## src/rtl/pc_next_seq.sv

```systemverilog
// pc_next_seq -- next-PC sequencer with an optional return-address stack.
//
// Chooses the value loaded into the PC register each cycle. The sources are
// sequential (in_pc+2), a taken branch (in_pc+offset), an absolute jump or
// call (in_jump_target) and a return (the top of the return-address stack).
// Every redirect is followed by one REDIRECT cycle. That cycle flushes the
// instruction in fetch and does not write the PC.
//
// Parameters
//   RESET_VECTOR  first PC loaded after reset
//   RAS_DEPTH     return-address-stack entries (power of two, 2..8)
//
// Build option
//   PC_NEXT_SEQ_RAS_EN  defined   : return-address stack is implemented
//                       undefined : no stack; call and ret both act as a
//                                   jump to in_jump_target; out_ras_err = 0
//
// Ports
//   CLK               clock, rising edge
//   RST               synchronous active-high reset
//   in_pc             current PC
//   in_stall          hold PC, no state change
//   in_branch_taken   conditional branch resolved taken
//   in_branch_offset  signed byte offset relative to in_pc
//   in_jump           absolute jump to in_jump_target
//   in_call           jump to in_jump_target and push in_pc+2
//   in_ret            return to popped top-of-stack
//   in_jump_target    absolute jump/call target
//   out_next_pc       value to load into the PC register
//   out_pc_write      PC register write enable
//   out_flush         kill the instruction in fetch
//   out_ras_err       one-cycle pulse on stack overflow/underflow
module pc_next_seq #(
  parameter logic [15:0] RESET_VECTOR = 16'h0000,
  parameter int          RAS_DEPTH    = 4
) (
  input  logic        CLK,
  input  logic        RST,
  input  logic [15:0] in_pc,
  input  logic        in_stall,
  input  logic        in_branch_taken,
  input  logic [15:0] in_branch_offset,
  input  logic        in_jump,
  input  logic        in_call,
  input  logic        in_ret,
  input  logic [15:0] in_jump_target,
  output logic [15:0] out_next_pc,
  output logic        out_pc_write,
  output logic        out_flush,
  output logic        out_ras_err
);

  if ((RAS_DEPTH < 2) || (RAS_DEPTH > 8) || ((RAS_DEPTH & (RAS_DEPTH - 1)) != 0)) begin : g_bad_depth
    $error("pc_next_seq: RAS_DEPTH must be a power of two in 2..8");
  end

  typedef enum logic [1:0] {BOOT, RUN, REDIRECT} state_t;

  state_t      state, state_nxt;
  logic [15:0] seq_pc;
  logic [15:0] br_pc;

  // Modulo-2^16 PC plus signed offset. Two's complement addition wraps
  // naturally, so the offset is reinterpreted as unsigned bits.
  function automatic logic [15:0] pc_rel(input logic [15:0] base,
                                         input logic signed [15:0] off);
    return base + $unsigned(off);
  endfunction

  assign seq_pc = pc_rel(in_pc, 16'sd2);
  assign br_pc  = pc_rel(in_pc, $signed(in_branch_offset));

`ifdef PC_NEXT_SEQ_RAS_EN
  localparam int PTR_W = $clog2(RAS_DEPTH);
  localparam int CNT_W = PTR_W + 1;

  logic [15:0]      ras_mem [RAS_DEPTH];
  logic [PTR_W-1:0] ras_ptr;   // next free slot; top of stack is ras_ptr-1
  logic [CNT_W-1:0] ras_cnt;
  logic             ras_full, ras_empty;
  logic             ras_push, ras_pop;
  logic [15:0]      ras_top;

  assign ras_full  = (ras_cnt == CNT_W'(RAS_DEPTH));
  assign ras_empty = (ras_cnt == '0);
  assign ras_top   = ras_mem[ras_ptr - PTR_W'(1)];
`endif

  always_comb begin
    state_nxt    = state;
    out_next_pc  = seq_pc;
    out_pc_write = 1'b0;
    out_flush    = 1'b0;
    out_ras_err  = 1'b0;
`ifdef PC_NEXT_SEQ_RAS_EN
    ras_push     = 1'b0;
    ras_pop      = 1'b0;
`endif
    case (state)
      BOOT: begin
        out_next_pc  = RESET_VECTOR;
        out_pc_write = 1'b1;
        out_flush    = 1'b1;
        state_nxt    = RUN;
      end
      RUN: begin
        if (!in_stall) begin
          out_pc_write = 1'b1;
          if (in_ret) begin
            state_nxt = REDIRECT;
`ifdef PC_NEXT_SEQ_RAS_EN
            // Underflow still redirects, but it falls through to in_pc+2.
            if (ras_empty) begin
              out_next_pc = seq_pc;
              out_ras_err = 1'b1;
            end else begin
              out_next_pc = ras_top;
              ras_pop     = 1'b1;
            end
`else
            out_next_pc = in_jump_target;
`endif
          end else if (in_call) begin
            state_nxt   = REDIRECT;
            out_next_pc = in_jump_target;
`ifdef PC_NEXT_SEQ_RAS_EN
            ras_push    = 1'b1;
            out_ras_err = ras_full;
`endif
          end else if (in_jump) begin
            state_nxt   = REDIRECT;
            out_next_pc = in_jump_target;
          end else if (in_branch_taken) begin
            state_nxt   = REDIRECT;
            out_next_pc = br_pc;
          end
        end
      end
      REDIRECT: begin
        out_flush = 1'b1;
        state_nxt = RUN;
      end
      default: state_nxt = BOOT;
    endcase

    // Reset overrides everything, including any pending stack operation.
    if (RST) begin
      out_next_pc  = RESET_VECTOR;
      out_pc_write = 1'b0;
      out_flush    = 1'b1;
      out_ras_err  = 1'b0;
`ifdef PC_NEXT_SEQ_RAS_EN
      ras_push     = 1'b0;
      ras_pop      = 1'b0;
`endif
    end
  end

  always_ff @(posedge CLK) begin
    if (RST) state <= BOOT;
    else     state <= state_nxt;
  end

`ifdef PC_NEXT_SEQ_RAS_EN
  // Stack contents are data; only the pointer and count are reset.
  always_ff @(posedge CLK) begin
    if (ras_push) ras_mem[ras_ptr] <= seq_pc;
  end

  // Circular stack. A push when full lands on the oldest slot, so the count
  // saturates at RAS_DEPTH while the pointer keeps wrapping.
  always_ff @(posedge CLK) begin
    if (RST) begin
      ras_ptr <= '0;
      ras_cnt <= '0;
    end else if (ras_push) begin
      ras_ptr <= ras_ptr + PTR_W'(1);
      if (!ras_full) ras_cnt <= ras_cnt + CNT_W'(1);
    end else if (ras_pop) begin
      ras_ptr <= ras_ptr - PTR_W'(1);
      ras_cnt <= ras_cnt - CNT_W'(1);
    end
  end
`endif

endmodule

```

## config.mk

```make
export PLATFORM = sky130hd
export DESIGN_NAME = pc_next_seq
export DESIGN_NICKNAME = d
export VERILOG_FILES = /design/src/rtl/pc_next_seq.sv
export SDC_FILE = /design/constraint.sdc
export NUM_CORES = 1
export LEC_CHECK = 0
export CAP_MARGIN = 10
export CORE_MARGIN = 2
export CORE_UTILIZATION = 50
export CTS_BUF_LIST = sky130_fd_sc_hd__clkbuf_16
export CTS_CLUSTER_DIAMETER = 100
export CTS_CLUSTER_SIZE = 24
export DETAILED_ROUTE_END_ITERATION = 8
export DONT_BUFFER_PORTS = 1
export GPL_TIMING_DRIVEN = 0
export PLACE_DENSITY = 0.74
export SYNTH_ARGS = -nofsm -noshare
export SYNTH_HDL_FRONTEND = slang
export SYNTH_SLANG_ARGS = --single-unit
```

## constraint.sdc

```tcl
create_clock -name CLK -period 6.4 [get_ports CLK]
set_clock_uncertainty 0.15 [all_clocks]
set_input_delay 1.28 -clock CLK [delete_from_list [all_inputs] [get_ports CLK]]
set_output_delay 1.28 -clock CLK [all_outputs]
set_load 0.02 [all_outputs]
```

### Word-level counts from Yosys, hierarchy flattened

Index checks and enable logic that the tools add are counted.

| word-level totals | value |
|---|---|
| bits in registers | 2 |
| input port bits | 55 |
| output and inout port bits | 19 |
| word-level logic and storage cells | 28 |

| cells by class | value |
|---|---|
| add/subtract/negate cells | 2 |
| eq/ne operators | 4 |
| mux-type cells | 18 |
| reduce and logical (&&, ||, !) cells | 3 |

Operators with widths:

| operator | number |
|---|---|
| two-way mux 16 bit | 6 |
| case mux 16 bit (2 select lines) | 1 |
| adder 16 bit | 1 |
| adder 16 x 2 -> 16 bit (second input constant) | 1 |
| two-way mux 2 bit | 5 |
| inequality test 5 bit (second input constant) | 1 |
| two-way mux 1 bit | 4 |
| case mux 2 bit (2 select lines) | 1 |
| equality test 2 x 1 -> 1 bit (second input constant) | 1 |
| equality test 2 bit (second input constant) | 1 |
| zero test 2 bit | 1 |
| inequality test 2 bit (second input constant) | 1 |
| case mux 1 bit (2 select lines) | 1 |
| AND reduction 2 bit | 1 |
| OR reduction 2 bit | 1 |

### Longest topological paths before layout

Gate-level depths: netlist of run 1.

| logic depth | value |
|---|---|
| word-level depth | 8 |
| mapped depth | 9 |
| mapped depth without buffers | 9 |

### Least setup slack after synthesis of run 1

OpenSTA, ideal clock, no wires.

| timing | value |
|---|---|
| path type | input to output |
| start | in in_pc[0] |
| end | out out_next_pc[10] |
| data arrival time | 3442 ps |
| required time | 4970 ps |
| setup slack | 1528 ps |
| stages on the path | 9 |
| path through | ha_1 -> inv_1 -> fa_1 -> nand2b_1 -> a21oi_1 -> o31a_1 -> a21oi_1 -> or3_1 -> a311oi_1 |

| on the way | value |
|---|---|
| word-level cells in the longest chain between the ends | 8 |

RTL lines:

| element | RTL line | text |
|---|---|---|
| start: declaration | 39 | `input logic [15:0] in_pc,` |
| adder 16 x 2 -> 16 bit / adder 16 bit (equally long branches) | 67 | `return base + $unsigned(off);` |
| two-way mux 16 bit | 133 | `end else if (in_branch_taken) begin` |
| two-way mux 16 bit | 130 | `end else if (in_jump) begin` |
| two-way mux 16 bit | 123 | `end else if (in_call) begin` |
| two-way mux 16 bit | 109 | `if (in_ret) begin` |
| two-way mux 16 bit | 107 | `if (!in_stall) begin` |
| case mux 16 bit (2 select lines) * | 99 | `case (state)` |
| two-way mux 16 bit * | 147 | `if (RST) begin` |
| end: declaration | 47 | `output logic [15:0] out_next_pc,` |

Every way passes the cells marked *; elsewhere a longest branch is shown, timed or not.

### Worst setup path after layout of run 1

Same ends and word-level chain as after synthesis.

==> results.md, run 1 <==
* Fmax achieved at 192 MHz
* Netlist cell types at 61
* DR iter-0 viols at 147
* Via count at 1,820
* GP Congestion at 0.878
* Post-synth EDFFs at 0
* NumNets Final at 318
* Gr usage total at 27.0%
* Synthesized Nets at 313
* #FFs+latches synth at 2
* # fillers at 331
* Period utilization at 81.6%
* Synth Area per Inst at 6.93 um^2
* Clock share of power at 39.3%
* Worst R2R Path Depth at 3
* Clk buf depth at 2
* Initial antenna violation count at 0
* Largest regs: state x2
* Worst Path Required at 4.97 ns
* Crit-path max FO at 6
* TritonCTS clock tree: built
* Setup violations, final at 0
* Pwr per Cell Area at 130 nW/um^2
* Arrival time worst endpoint at 3.79 ns
* Hold_sp: state[0]
* Largest stage delay, worst path at 0.75 ns
* Vias in the first global route at 1,723
* Crit. End Element: output pin
* VDD IR max at 0.0893 mV
* Synth top area share at 12.0%
* CP dominant cell by count: a21oi_1
* CORE AREA at 3100 um^2
* Setup TNS at 0 ns
* Post_cts resized at 0
* Share of layout cells above drive strength 1 at 7.79%
* FP Rows at 20
* Hold buffer count at cts at 0
* Cell area after synthesis at 1670 um^2
* Hold Crit Depth at 1
* H-Tree Depth at 1
* Ys async rst share at 0%
* CTS Sinks at 2
* Slew Viols, Final at 0
* Switching share of power at 39.8%
* Critical register-to-register path startpoint: state[0]
* Worst-Skew Late Latency at 0.22 ns
* N_diodes at 0
* Pin count of the biggest net entering global routing at 11
* Post-CTS Setup Repair Bufs at 0
* Synth warn at 0
* R2R Setup Slk at 5.13 ns
* Critical-path cell list: ha_1, inv_1, fa_1, nand2b_1, a21oi_1, o31a_1, a21oi_1, or3_1, a311oi_1
* CP Launch Type: input port
* Internal power at 0.141 mW
* Area grow syn2layout at 7.80%
* Die ar. at 3820 um^2
* DRC violations left at 0
* Post-Route Utilization at 58.0%
* HPWL Detailed at 4.06 mm
* Seq/Total Area, Yosys at 2.40%
* Min-delay worst type: reg -> reg
* Vias/cell at 6.32
* Maxcap violations at 0
* Routed Antenna Nets at 0
* CTS buffer count at 3
* Placed insts at 285
* Outcome: finished, final reports clean
* Total power at 0.234 mW
* IO buf count at 0
* Global-route wire length before repair at 7.82 mm
* RSZ-0062 raised after global routing: false
* Top_reg_cell synth: dfxtp_1
* Leakage Power at 0.710 nW
* Rel. slew slack at 42.8%
* Drt pass-1 iters at 4
* Clk root buf: clkbuf_16
* Post-synth top cells: a21oi_1, nand2_1, ha_1, nor2_1, o21ai_0
* Critical path type: in -> out
* Post-layout minimum cycle time at 5.22 ns
* Count leader, synth: a21oi_1
* Biggest register: state
* Overflow after GRT at 0
* Worst R2R End: state[1]
* Initial cell density of the core at 53.8%
* Comb power frac at 54.6%
* Synthesized instance count at 241
* Non-filler cells, final at 288
* Die Y at 61.8 um
* Net Switching at 0.0931 mW
* Fin. Hold Viols at 0
* Ports at 74
* Hold Path End: state[0]
* Cell taking the most area after synthesis: ha_1
* Sequential Power Share at 6.1%
* WL final at 5.04 mm
* Reg clk slew, reported paths at 0.03 ns
* DR WL/cell at 17.5 um
* Chip width at 61.8 um
* Max reg flops at 2
* Top cells by area, synth: ha_1, a21oi_1, xnor2_1
* Worst Tran Pin Value at 0.852 ns
* CP max stage cell: a311oi_1
-- cells by family after synthesis --
| family | after synthesis | share of synthesized area [%] |
|---|---|---|
| mux | 1 | 0.600 |
| other cells | 1 | 0.225 |
| simple gates | 93 | 32.7 |
| compound gates | 87 | 34.3 |
| xor+xnor | 20 | 10.9 |
| flops | 2 | 2.40 |
| buf+inv | 20 | 5.62 |
| fa+ha+maj | 17 | 13.2 |
-- layer usage --
metal / vias to the layer above / wire (um) / global-route usage [%]
met5: - / 0 / 0
met4: 0 / 38 / 4.56
met3: 4 / 429 / 6.63
met2: 69 / 2430 / 48.3
met1: 814 / 2140 / 33.2
li1: 933 / - / -
-- layout make-up --
class                           count  area, um^2  area share [%]
Multi-Input combinational cell    219        1540            85.3
Sequential cell                     2        40.0            2.23
Clock buffer                        3        75.1            4.17
Inverter                            7        26.3            1.46
Tap cell                           44        55.1            3.06
Buffer                             13        67.6            3.76
-- worst max-delay path by stage --
| stage | start | to | slack, ns | cells after the start |
|---|---|---|---|---|
| detailed placement | in_pc[0] | out_next_pc[10] | 1.21 | 9 |
| global route | in_pc[0] | out_next_pc[10] | 1.0 | 9 |
| CTS | in_pc[0] | out_next_pc[10] | 1.21 | 9 |
| finish | in_pc[0] | out_next_pc[10] | 1.18 | 9 |
| floorplan | in_pc[0] | out_next_pc[10] | 1.53 | 9 |
| global placement | in_pc[0] | out_next_pc[10] | 1.21 | 9 |
-- placed cells by master (no fill, tap or decap), types with 4 or more instances in the layout --
master    netlist  layout
a21oi_1        32      32
clkbuf_1        7       7
a311oi_1        4       4
nor3_1          7       7
and4_1          5       5
inv_1           7       7
nor2_1         16      16
nand4_1         7       7
or3_1           4       4
ha_1           16      16
a21o_1          6       6
nand3_1         7       7
xnor2_1        10      10
nand2b_1        5       5
o21ai_0        13      13
nand2_1        19      19
xor2_1          9       9
-- critical path: cells and delay by family --
family / cells / cell delay [ns]
adder cells (fa/ha/maj): 2 / 0.53
buffers and inverters: 1 / 0.06
AO/OA/AOI/OAI: 4 / 1.40
AND/OR/NAND/NOR: 2 / 0.51
-- power groups by stage --
stage | registers, mW | logic (mW) | clock network (mW)
2_1_floorplan | 0.0142 | 0.104 | 0
3_3_place_gp | 0.0144 | 0.124 | 0
5_1_grt | 0.0144 | 0.142 | 0.0954
3_5_place_dp | 0.0144 | 0.126 | 0
6_report | 0.0143 | 0.128 | 0.0919
4_1_cts | 0.0143 | 0.126 | 0.0925
-- per-stage QoR --
stage / setup slack (ns) / cell area (um^2) / hold WS (ns)
2_1_floorplan: 1.53 / 1670 / 0.311
3_3_place_gp: 1.21 / 1720 / 0.351
3_5_place_dp: 1.21 / 1720 / 0.361
4_1_cts: 1.21 / 1800 / 0.392
5_1_grt: 0.999 / 1800 / 0.416
6_report: 1.18 / 1800 / 0.384
Power figures use the tool's default switching activity.
==> inputs of run 2 (changes only) <==
--- a/config.mk
+++ b/config.mk
@@ -14,7 +14,7 @@
 export DETAILED_ROUTE_END_ITERATION = 8
 export DONT_BUFFER_PORTS = 1
 export GPL_TIMING_DRIVEN = 0
-export PLACE_DENSITY = 0.74
+export PLACE_DENSITY = 0.77
 export SYNTH_ARGS = -nofsm -noshare
 export SYNTH_HDL_FRONTEND = slang
 export SYNTH_SLANG_ARGS = --single-unit
==> constraint.sdc (replaced) <==
create_clock -name CLK -period 4.3 [get_ports CLK]
set_clock_uncertainty 0.15 [all_clocks]
set_input_delay 0.86 -clock CLK [delete_from_list [all_inputs] [get_ports CLK]]
set_output_delay 0.86 -clock CLK [all_outputs]
set_load 0.02 [all_outputs]
==> run 2 against run 1 <==
  * First-iteration DRC count fell by 8.2%
  * Power rose by 52%
  * Cell count is the same
  * Non-clock buffer count stayed put
  * Critical path type unchanged
  * Largest cell class unchanged
==> results.md, run 2 (synthesis results as in run 1) <==
* Critical register-to-register path startpoint: state[0]
* Clk root buf: clkbuf_16
* Fin. Hold Viols at 0
* Crit. End Element: output pin
* H-Tree Depth at 1
* Hold slack at 0.346 ns
* Setup violations, final at 0
* Period utilization at 96.2%
* Routed Antenna Nets at 0
* Vias/cell at 6.44
* Rel. slew slack at 45.7%
* Crit path from: in_pc[0]
* RSZ-0062 raised after global routing: false
* Initial cell density of the core at 53.8%
* Maxcap violations at 0
* Worst Path Required at 3.29 ns
* Post-CTS Setup Repair Bufs at 0
* Worst R2R End: state[1]
* CP bufs+invs at 1
* CP max stage cell: a311oi_2
* Die ar. at 3820 um^2
* Gr usage total at 25.8%
* Chip width at 61.8 um
* FP Rows at 20
* Crit-path max FO at 6
* Family with the most delay on the worst path: compound AO/OA/AOI/OAI gates
* Outcome: finished, final reports clean
* GP Congestion at 0.877
* Levels on crit path at 9
* Global-route wire length before repair at 7.46 mm
* DR WL/cell at 17.4 um
* DR iter-0 viols at 135
* CP Launch Type: input port
* CTS buffer count at 3
* Share of layout cells above drive strength 1 at 8.20%
* Drt pass-1 iters at 5
* HPWL Detailed at 4.03 mm
* Worst Tran Pin Value at 0.810 ns
* Leakage Power at 0.711 nW
* CORE AREA at 3100 um^2
* Via count at 1,856
* Reg clk slew, reported paths at 0.03 ns
* Pin count of the biggest net entering global routing at 11
* Most frequent cells in the layout: a21oi_1, nand2_1, nor2_1, ha_1, o21ai_0
* Min-delay worst type: reg -> reg
* NumNets Final at 318
* Max reg flops at 2
* WL final at 5.02 mm
* Total power at 0.355 mW
* R2R Setup Slk at 3.04 ns
* Critical-path cell list: ha_1, inv_1, fa_1, nand2b_1, a21oi_1, o31a_1, a21oi_1, or3_1, a311oi_2
* Area grow syn2layout at 8.17%
* Ports at 74
* N_diodes at 0
* TritonCTS clock tree: built
* Setup crit end: out_next_pc[10]
* Arrival time worst endpoint at 3.12 ns
* CTS Sinks at 2
* Die Y at 61.8 um
* CP dominant cell by count: a21oi_1
* Fmax achieved at 242 MHz
* Pwr per Cell Area at 197 nW/um^2
* Worst-Skew Late Latency at 0.22 ns
* Biggest register: state
* Largest stage delay, worst path at 0.50 ns
* Design area at 1810 um^2
* Largest regs: state x2
* Commonest non-fill, non-tap cell in the layout: a21oi_1
* DRC violations left at 0
* Slew Viols, Final at 0
* Overflow after GRT at 0
* Clk buf depth at 2
* VDD IR max at 0.131 mV
* Initial antenna violation count at 0
* Critical path type: in -> out
* Post-DP Area at 1720 um^2
* Vias in the first global route at 1,611
* IO buf count at 0
* Worst R2R Path Depth at 3
* Post-layout minimum cycle time at 4.13 ns
[run 2: cell counts in the layout (fill, tap and decap cells not counted)]
No cell type changed its count.
[run 2: final cells by class]
| type | count | area, um^2 |
|---|---|---|
| Buffer | 13 | 67.6 |
| Inverter | 7 | 26.3 |
| Tap cell | 44 | 55.1 |
| Fill cell | 326 | 1300 |
| Multi-Input combinational cell | 219 | 1540 |
| Sequential cell | 2 | 40.0 |
| Clock buffer | 3 | 75.1 |
[run 2: power by group]
part	leakage (nW)	total (mW)	switching, mW	internal, mW
Clock	0.0370	0.143	0.0243	0.119
Combinational	0.657	0.191	0.119	0.0718
Sequential	0.0166	0.0212	0.00140	0.0198
Total	0.711	0.355	0.145	0.210
[run 2: worst min-delay path by stage]
stage / startpoint / end / cells past startpoint
5_1_grt: state[0] / state[0] / 1
3_5_place_dp: state[0] / state[0] / 1
3_3_place_gp: state[0] / state[0] / 1
6_report: state[0] / state[0] / 1
2_1_floorplan: state[0] / state[0] / 1
4_1_cts: state[0] / state[0] / 1
[run 2: repair_timing]
item                       4_1_cts  5_1_grt
resized for setup                1        0
setup endpoints to repair        1        0
hold buffers                     0        0
[run 2: layer usage]
metal,up-vias,wire (um),GRT usage (%)
li1,930,-,-
met1,843,2130,33.5
met2,77,2460,45.7
met3,6,383,4.76
met4,0,48,3.34
met5,-,0,0
[run 2: per-stage QoR]
step                setup TNS (ns)  utilization [%]  instances  setup WS [ns]
floorplan                        0                -        241          0.268
global placement          -0.00846             55.6        285       -0.00846
detailed placement         -0.0398             55.6        285        -0.0398
CTS                              0             58.2        288          0.173
global route                     0             58.2        288         0.0129
finish                           0             58.2        288          0.165
==> inputs of run 3 (changes only) <==
--- a/config.mk
+++ b/config.mk
@@ -8,7 +8,6 @@
 export CAP_MARGIN = 10
 export CORE_MARGIN = 2
 export CORE_UTILIZATION = 50
-export CTS_BUF_LIST = sky130_fd_sc_hd__clkbuf_16
 export CTS_CLUSTER_DIAMETER = 100
 export CTS_CLUSTER_SIZE = 24
 export DETAILED_ROUTE_END_ITERATION = 8
==> run 3 against run 2 <==
  * Hold slack about the same
  * Sequential share of layout area grew 0.066 points
  * Power down 29%
  * Critical path type unchanged
  * Largest cell class unchanged
==> results.md, run 3 (synthesis results as in run 1) <==
* Outcome: finished, final reports clean
* Most frequent cells in the layout: a21oi_1, nand2_1, nor2_1, ha_1, o21ai_0
* Pin count of the biggest net entering global routing at 11
* CTS buffer count at 3
* CP Launch Type: input port
* Overflow after GRT at 0
* IO buf count at 0
* Post-DP Area at 1720 um^2
* Drt pass-1 iters at 5
* Initial antenna violation count at 0
* Maxcap violations at 0
* Largest regs: state x2
* M1 GR Usage at 32.7%
* Rel. slew slack at 44.4%
* Gr usage total at 24.9%
* Share of layout cells above drive strength 1 at 8.20%
* Sequential Power Share at 8.4%
* Internal power at 0.122 mW
* Net Switching at 0.130 mW
* H-Tree Depth at 1
* Min-delay worst type: reg -> reg
* Vias/cell at 6.36
* Pwr per Cell Area at 144 nW/um^2
* Gr busiest metal: met2
* Crit-path max FO at 6
* GP Congestion at 0.877
* Comb power frac at 75.2%
* Crit. End Element: output pin
* Worst Tran Pin Value at 0.830 ns
* Die ar. at 3820 um^2
* Worst-Skew Late Latency at 0.22 ns
* NumNets Final at 318
* Via count at 1,831
* Area grow syn2layout at 5.02%
* Worst Path Required at 3.29 ns
* Post-layout minimum cycle time at 4.13 ns
* CORE AREA at 3100 um^2
* DR iter-0 viols at 146
* # fillers at 328
* Clock share of power at 16.3%
* Vias in the first global route at 1,594
* N_diodes at 0
* GR Util met3 at 4.14%
* Critical path type: in -> out
* VDD IR max at 0.0552 mV
* CTS Sinks at 2
* Design area at 1750 um^2
* Slew Viols, Final at 0
* TritonCTS clock tree: built
* Arrival time worst endpoint at 3.12 ns
* Die Y at 61.8 um
* Biggest register: state
* Fmax achieved at 242 MHz
* Clk buf depth at 2
* Setup TNS at 0 ns
* Fin. Hold Viols at 0
* Chip width at 61.8 um
* Max reg flops at 2
* Hold buffer count at cts at 0
* Global-route wire length before repair at 7.31 mm
* Reg clk slew, reported paths at 0.03 ns
* Clk root buf: clkbuf_4
* HPWL Detailed at 4.03 mm
* Setup violations, final at 0
* FP Rows at 20
* DR WL/cell at 17.0 um
* WL final at 4.91 mm
* RSZ-0062 raised after global routing: false
* Leakage Power at 0.688 nW
* Period utilization at 96.0%
* Ports at 74
* Switching share of power at 51.6%
* Commonest non-fill, non-tap cell in the layout: a21oi_1
* DRC violations left at 0
* Initial cell density of the core at 53.8%
* Grt met2 use at 45.0%
* Routed Antenna Nets at 0
## run 3: per-layer routing
layer | vias up | routed length [um] | share of wire (%)
met1 | 838 | 2080 | 42
met4 | 0 | 0 | 0
li1 | 924 | - | -
met5 | - | 0 | 0
met3 | 0 | 406 | 8.3
met2 | 69 | 2420 | 49
## run 3: layout make-up
class / count / area, um^2 / share of cell area [%]
tap: 44 / 55.1 / 3.14
sequential: 2 / 40.0 / 2.28
buffer: 13 / 67.6 / 3.85
inverter: 7 / 26.3 / 1.50
clock buffer: 3 / 22.5 / 1.28
multi-input combinational: 219 / 1540 / 87.9
## run 3: power by group through the flow
| stage | Combinational, mW | Sequential (mW) | Clock (mW) |
|---|---|---|---|
| 2_1_floorplan | 0.155 | 0.0211 | 0 |
| 3_3_place_gp | 0.185 | 0.0214 | 0 |
| 3_5_place_dp | 0.187 | 0.0215 | 0 |
| 4_1_cts | 0.189 | 0.0212 | 0.0406 |
| 5_1_grt | 0.211 | 0.0214 | 0.0422 |
| 6_report | 0.190 | 0.0213 | 0.0413 |
## run 3: critical path, stage by stage
cell      delay, ns
ha_1           0.16
inv_1          0.06
fa_1           0.38
nand2b_1       0.19
a21oi_1        0.21
o31a_1         0.26
a21oi_1        0.15
or3_1          0.34
a311oi_2       0.50
## run 3: repair_timing
item,CTS,global route
buffers inserted,0,0
resized for setup,1,0
endpoints found under the setup margin,1,0
## run 3: stage by stage
stage / hold slack (ns) / setup slack [ns] / util (%) / power (mW) / std cells
floorplan: 0.311 / 0.268 / - / 0.176 / 241
CTS: 0.349 / 0.173 / 56.5 / 0.250 / 288
global placement: 0.336 / -0.00846 / 55.6 / 0.206 / 285
finish: 0.346 / 0.172 / 56.5 / 0.253 / 288
global route: 0.381 / 0.0128 / 56.5 / 0.275 / 288
detailed placement: 0.342 / -0.0398 / 55.6 / 0.209 / 285
## run 3: path summary, 6_finish.rpt
path              slack, ns  startpoint  depth (start not counted)              end
setup reg to reg       3.03    state[0]                          3         state[1]
hold / removal         0.35    state[0]                          1         state[0]
setup / recovery       0.17    in_pc[0]                          9  out_next_pc[10]
hold reg to reg        0.35    state[0]                          1         state[0]
